`src/rtl/tdm_pkg.sv`:
```
// -----------------------------------------------------------------------------
// tdm_pkg -- shared definitions for the 8-channel TDM serializer (tdm_mux8)
// and its matching receiver (tdm_demux8).
//
// Contents:
//   NUM_CH      number of TDM channels (slots per frame, excluding parity)
//   CNT_W       width of the slot counter / slot index
//   tdm_state_t frame FSM states; ST_PAR exists only when the parity slot
//               is built in (macro TDM_MUX8_PARITY_EN)
//   tdm_out_t   bundle of the registered serializer outputs
//   even_parity helper producing the even-parity bit of a frame
// -----------------------------------------------------------------------------
package tdm_pkg;

  localparam int NUM_CH = 8;
  localparam int CNT_W  = 3;

  typedef enum logic [1:0] {
    ST_IDLE  = 2'd0,
    ST_SHIFT = 2'd1,
    ST_DONE  = 2'd2
`ifdef TDM_MUX8_PARITY_EN
    ,
    ST_PAR   = 2'd3
`endif
  } tdm_state_t;

  // Registered outputs kept together so they can be cleared, frozen and
  // updated as one unit.
  typedef struct packed {
    logic             y;
    logic [CNT_W-1:0] s;
    logic             frame;
    logic             busy;
    logic             done;
  } tdm_out_t;

  // Even parity: the bit that makes the total number of ones even.
  function automatic logic even_parity(input logic [NUM_CH-1:0] v);
    return ^v;
  endfunction

endpackage : tdm_pkg

```
`src/rtl/tdm_slot_cnt.sv`:
```
// -----------------------------------------------------------------------------
// tdm_slot_cnt -- slot counter for the TDM serializer.
//
// Counts 0..NUM_CH-1 and wraps back to 0; it never holds a value above
// NUM_CH-1.
//
// Ports:
//   clk   in   rising-edge clock
//   rst   in   synchronous, active-high reset (cnt -> 0)
//   en    in   advance the count by one this cycle
//   clr   in   force the count to 0 (wins over en)
//   cnt   out  current slot index
//   last  out  high while cnt is the final slot (NUM_CH-1)
// -----------------------------------------------------------------------------
module tdm_slot_cnt
  import tdm_pkg::*;
(
  input  logic             clk,
  input  logic             rst,
  input  logic             en,
  input  logic             clr,
  output logic [CNT_W-1:0] cnt,
  output logic             last
);

  localparam logic [CNT_W-1:0] LAST_SLOT = CNT_W'(NUM_CH - 1);

  assign last = (cnt == LAST_SLOT);

  // NOTE: state is updated with non-blocking assignments so every register
  // sampled at this edge sees the pre-edge value of every other register.
  always_ff @(posedge clk) begin
    if (rst) begin
      cnt <= '0;
    end else if (clr) begin
      cnt <= '0;
    end else if (en) begin
      // Explicit wrap so the count stays bounded even if NUM_CH is not a
      // power of two.
      cnt <= last ? '0 : cnt + 1'b1;
    end
  end

endmodule : tdm_slot_cnt

```
`src/rtl/tdm_mux8.sv`:
```
// -----------------------------------------------------------------------------
// tdm_mux8 -- 8-channel time-division multiplexer (parallel-to-serial).
//
// On a load request in IDLE the eight channel bits are captured into a shadow
// register and sent one per cycle, channel 0 first. All outputs are
// registered: a load accepted at edge N shows slot 0 from edge N+1 and slot k
// from edge N+1+k. After the last slot a one-cycle done pulse is produced and
// the block returns to IDLE, where the next load can be accepted.
//
// Build option:
//   TDM_MUX8_PARITY_EN  when defined, a ninth slot carrying the even parity
//                       of the frame (s=7, frame=0, busy=1) follows slot 7.
//
// Ports:
//   clk    in   rising-edge clock
//   rst    in   synchronous, active-high reset; beats load and en
//   en     in   global enable; low freezes all state and outputs
//   load   in   start a frame (honoured only in IDLE with en=1)
//   d      in   parallel channel data, d[i] = channel i
//   y      out  serialized TDM bit
//   s      out  index of the channel currently on y
//   frame  out  high during the slot-0 cycle
//   busy   out  high from the first slot through the last slot
//   done   out  one-cycle pulse after the last slot
// -----------------------------------------------------------------------------
module tdm_mux8
  import tdm_pkg::*;
(
  input  logic              clk,
  input  logic              rst,
  input  logic              en,
  input  logic              load,
  input  logic [NUM_CH-1:0] d,
  output logic              y,
  output logic [CNT_W-1:0]  s,
  output logic              frame,
  output logic              busy,
  output logic              done
);

  tdm_state_t        state, state_nxt;
  tdm_out_t          out_q, out_nxt;
  logic [NUM_CH-1:0] shadow;
  logic [CNT_W-1:0]  cnt;
  logic              cnt_last;
  logic              accept;
  logic              cnt_adv;

  // A frame is accepted only from IDLE; load elsewhere is dropped, not queued.
  assign accept  = en & load & (state == ST_IDLE);
  assign cnt_adv = en & (state == ST_SHIFT);

  tdm_slot_cnt u_slot_cnt (
    .clk  (clk),
    .rst  (rst),
    .en   (cnt_adv),
    .clr  (accept),
    .cnt  (cnt),
    .last (cnt_last)
  );

  // ---------------------------------------------------------------------------
  // Next-state and next-output logic. The values computed here appear on the
  // outputs after the coming edge, which gives the one-cycle load-to-slot-0
  // latency.
  // ---------------------------------------------------------------------------
  always_comb begin
    // NOTE: every signal driven here gets a default first, so no path through
    // the case can leave it unassigned and infer a latch.
    state_nxt = state;
    out_nxt   = '0;

    unique case (state)
      ST_IDLE: begin
        if (load) begin
          state_nxt = ST_SHIFT;
        end
      end

      ST_SHIFT: begin
        out_nxt.y     = shadow[cnt];
        out_nxt.s     = cnt;
        out_nxt.frame = (cnt == '0);
        out_nxt.busy  = 1'b1;
        if (cnt_last) begin
`ifdef TDM_MUX8_PARITY_EN
          state_nxt = ST_PAR;
`else
          state_nxt = ST_DONE;
`endif
        end
      end

`ifdef TDM_MUX8_PARITY_EN
      ST_PAR: begin
        out_nxt.y    = even_parity(shadow);
        out_nxt.s    = CNT_W'(NUM_CH - 1);
        out_nxt.busy = 1'b1;
        state_nxt    = ST_DONE;
      end
`endif

      ST_DONE: begin
        out_nxt.done = 1'b1;
        state_nxt    = ST_IDLE;
      end

      default: begin
        state_nxt = ST_IDLE;
      end
    endcase
  end

  // ---------------------------------------------------------------------------
  // State, shadow and output registers. With en low nothing moves, so a
  // frozen done pulse is neither lost nor repeated.
  // ---------------------------------------------------------------------------
  always_ff @(posedge clk) begin
    if (rst) begin
      state  <= ST_IDLE;
      out_q  <= '0;
      // NOTE: the shadow register is reset too, so a frame abandoned by rst
      // leaves no stale channel data behind.
      shadow <= '0;
    end else if (en) begin
      state <= state_nxt;
      out_q <= out_nxt;
      if (accept) begin
        shadow <= d;
      end
    end
  end

  assign y     = out_q.y;
  assign s     = out_q.s;
  assign frame = out_q.frame;
  assign busy  = out_q.busy;
  assign done  = out_q.done;

endmodule : tdm_mux8
```
`config.mk`:
```
export PLATFORM = sky130hd
export DESIGN_NAME = tdm_mux8
export DESIGN_NICKNAME = d
export VERILOG_FILES = /design/src/rtl/tdm_pkg.sv /design/src/rtl/tdm_slot_cnt.sv /design/src/rtl/tdm_mux8.sv
export SDC_FILE = /design/constraint.sdc
export NUM_CORES = 1
export LEC_CHECK = 0
export BUFFER_PORTS_ARGS = -buffer_cell sky130_fd_sc_hd__buf_4
export CAP_MARGIN = 20
export CORE_AREA = 2 2 64 66
export DETAILED_ROUTE_END_ITERATION = 8
export DIE_AREA = 0 0 66 68
export GPL_TIMING_DRIVEN = 1
export PLACE_DENSITY = 0.52
export SLEW_MARGIN = 0
export SYNTH_ARGS = -nofsm -noshare
export SYNTH_HDL_FRONTEND = slang
export SYNTH_SLANG_ARGS = --single-unit
```
`constraint.sdc`:
```
create_clock -name clk -period 1.7 [get_ports clk]
set_clock_uncertainty 0.05 [all_clocks]
set_input_delay 0.34 -clock clk [delete_from_list [all_inputs] [get_ports clk]]
set_output_delay 0.34 -clock clk [all_outputs]
set_load 0.1 [all_outputs]
```
==> flow_metrics.env <==
export IMPL_syn_cell_area_um2=923
export IMPL_diodes=0
export IMPL_synth_edf_count=0
export IMPL_worst_slew_pin_slew_ps=317
export IMPL_cts_buffers=3
export IMPL_critPathKind="reg2reg"
export IMPL_fin_crit_sh_pct=80.5
export IMPL_rr_worst_depth=6
export IMPL_rsz0062_at_grt="false"
export IMPL_synth_ff_type="dfxtp_1"
export IMPL_cts_buffer_depth=2
export IMPL_p_leak_nw=0.421
export IMPL_wl_per_cell_um=11.0
export IMPL_cts_repair_resized=0
export IMPL_hold_viol=0
export IMPL_ys_warn_count=0
export IMPL_hold_path_cell_count=3
export IMPL_grt_util_all_layers_pct=9.33
export IMPL_gp_congestion=0.740
export IMPL_io_pin_count=19
export IMPL_cp_data_required_time_ps=1790
export IMPL_synth_fa_ha_area_share_pct=4.07
export IMPL_tritoncts="done"
export IMPL_yosys_top_cells_count="20 x dfxtp_1, 14 x nand2_1, 9 x a21oi_1"
export IMPL_h_tree_depth=1
export IMPL_yosysUniqueCellTypes=25
export IMPL_r2r_slack_ps=330
export IMPL_clock_latency_ps=250
export IMPL_cp_arrival_ps=1460
export IMPL_hold_path_end="shadow[0]"
export IMPL_syn_nets=118
export IMPL_whs_ps=276
export IMPL_synth_xor_area_share_pct=0
export IMPL_start_util_pct=23.9
export IMPL_muxShareOfSynthArea_pct=5.42
export IMPL_worstHoldStart="d[0]"
export IMPL_powerDensity_mw_per_mm2=822
export IMPL_ir_worst_vdd_uv=428
export IMPL_clockRootBuffer="clkbuf_8"
export IMPL_fillers=418
export IMPL_ys_ff_latch=20
export IMPL_hpwl_um=1370
export IMPL_drt_wl_total_um=1870
export IMPL_ant_nets=0
export IMPL_path_buf_inv=0
export IMPL_min_period_ps=1370
export IMPL_crit_path_top_delay_cell="dfxtp_1"
export IMPL_wl_met1_um=868
export IMPL_final_max_slew_viol_count=0
export IMPL_place_area_mm2=0.00109
export IMPL_fin_area_mm2=0.00113
export IMPL_timing_slew_headroom_pct=78.8
export IMPL_drt_iter0_markers=18
export IMPL_syn_inst=103
export IMPL_yosysMostFrequentCell="dfxtp_1"
export IMPL_port_buffers=18
export IMPL_die_x_um=66
export IMPL_fin_nets=136
export IMPL_cts_setup_buffers=0
export IMPL_path_max_fanout=9
export IMPL_wl_met3_um=89
export IMPL_timing_fmax_mhz=731
export IMPL_antenna_found_initial=0
export IMPL_status="completed"
export IMPL_fp_dieArea_mm2=0.00449
export IMPL_r2r_end="state[0]"
export IMPL_start_kind="flip-flop"
export IMPL_maxCapViolCount=0
export IMPL_synth_top_family_by_area="simple AND/OR/NAND/NOR gates"
export IMPL_crit_family="flip-flops"
export IMPL_end_kind="flip-flop"
export IMPL_route_detailed_drc=0
export IMPL_overflow=0
export IMPL_grt_max_degree=22
export IMPL_synth_area_top_cells="dfxtp_1 43%, a21oi_2 6.6%, nand2_1 5.7%, mux2i_1 5.4%, a21oi_1 4.9%"
export IMPL_synth_compound_area_share_pct=16.4
export IMPL_cts_sinks=20
export IMPL_setup_viol=0
export IMPL_vias=740
export IMPL_slowest_delay_ps=510
export IMPL_die_height_um=68
export IMPL_timing_critical_path_cells="ha_1 -> ha_1 -> nand2b_1 -> a21oi_1 -> a21oi_1 -> nor2_1"
export IMPL_synth_top_cell_by_area="dfxtp_1"
export IMPL_core_area_mm2=0.00386
export IMPL_synth_seq_area_share_pct=43.4
export IMPL_r2r_start="u_slot_cnt.cnt[0]"
export IMPL_hp_class="in2reg"
export IMPL_synth_top_area_share_pct=43.4
export IMPL_cts_clk_slew_worst_paths_ps=70
export IMPL_vias_per_cell=4.38
export IMPL_syn_avg_cell_area_um2=8.96
export IMPL_async_flop_share_pct=0
export IMPL_finalSetupTns_ps=0
export IMPL_top_layer_used="met3"
export IMPL_drive_gt1_share_pct=32.8
export IMPL_grt_pass1_wl_um=3280
export IMPL_grt_pass1_vias=740
export IMPL_rows=23
export IMPL_post_route_util_pct=29.4
export IMPL_firstDrtPassIters=4
export IMPL_wl_met2_um=907
export IMPL_synthSimpleGateAreaFrac_pct=26.4
export IMPL_area_growth_pct=22.8
export IMPL_ctsHoldBuffers=0
==> area by class of cell <==
| class | instances | area [um^2] | area share, % |
|---|---|---|---|
| clock buffer | 3 | 41.3 | 3.64 |
| inverter | 3 | 11.3 | 0.993 |
| multi-input combinational | 75 | 483 | 42.6 |
| sequential | 20 | 400 | 35.3 |
| tap | 50 | 62.6 | 5.52 |
| timing repair buffer | 18 | 135 | 11.9 |
==> cell usage in the layout, fill, tap and decap left out <==
| cell | netlist | routed |
|---|---|---|
| nor2_1 | 7 | 7 |
| buf_4 | 0 | 18 |
| o31ai_1 | 1 | 1 |
| clkbuf_8 | 0 | 3 |
| nor3_1 | 5 | 5 |
| ha_1 | 3 | 3 |
| a21oi_1 | 9 | 9 |
| nand3_1 | 1 | 1 |
| inv_1 | 3 | 3 |
| and2_1 | 1 | 1 |
| nor3_2 | 2 | 2 |
| nand2_2 | 7 | 7 |
| nand2_1 | 14 | 14 |
| o22ai_1 | 1 | 1 |
| nand3b_1 | 3 | 3 |
| a21oi_2 | 7 | 7 |
| nand2b_1 | 2 | 2 |
| mux2i_1 | 5 | 5 |
| nor3b_1 | 1 | 1 |
| and2b_4 | 1 | 1 |
| a22oi_1 | 3 | 3 |
| a2bb2oi_1 | 1 | 1 |
| dfxtp_1 | 20 | 20 |
| and3b_4 | 1 | 1 |
==> registers in the layout, summed over array words and instances (netlist names) <==
| name | count |
|---|---|
| u_slot_cnt.cnt | 3 |
| frame | 1 |
| y | 1 |
| s | 3 |
| done | 1 |
| shadow | 8 |
| state | 2 |
| busy | 1 |
==> power by group <==
group | internal (W) | switching (W) | total, W
logic | 0.0000512 | 0.0000760 | 0.000127
registers | 0.000484 | 0.0000152 | 0.000499
clock network | 0.000158 | 0.000148 | 0.000305
==> metal layers <==
metal  global-route usage, %  vias to the layer above
li1                        -                      385
met1                    11.6                      337
met2                    16.2                       18
met3                    3.45                        0
met4                   0.765                        0
met5                       0                        -
==> worst max path at each step <==
stage,slack [ps],start,endpoint,cells past startpoint
after global placement,370,u_slot_cnt.cnt[0],state[0],6
after floorplan,360,s[0],s[0],2
after CTS,330,u_slot_cnt.cnt[0],state[0],6
final,330,u_slot_cnt.cnt[0],state[0],6
after detailed placement,340,u_slot_cnt.cnt[0],state[0],6
after global routing,220,state[0],u_slot_cnt.cnt[0],4
==> per-stage QoR <==
step | instances | worst slack (ps) | power (W)
floorplan | 103 | 359 | 0.000601
global placement | 166 | 375 | 0.000636
detailed placement | 166 | 336 | 0.000639
CTS | 169 | 330 | 0.000945
global route | 169 | 221 | 0.000974
finish | 169 | 332 | 0.000932
==> worst register-to-register path, delay by kind of cell, from the launching register on <==
family	cells	cell delay (ps)
DFF	1	510
adders and majority gates	2	370
AOI/OAI and AO/OA	2	170
and+or+nand+nor	2	160
==> kinds of logic (layout without fill, tap and decap cells) <==
family | count (synthesis) | after routing
fa+ha+maj | 3 | 3
simple gates | 45 | 45
flops | 20 | 20
compound gates | 22 | 22
mux | 5 | 5
buf+inv | 8 | 24
Power figures use the tool's default switching activity.
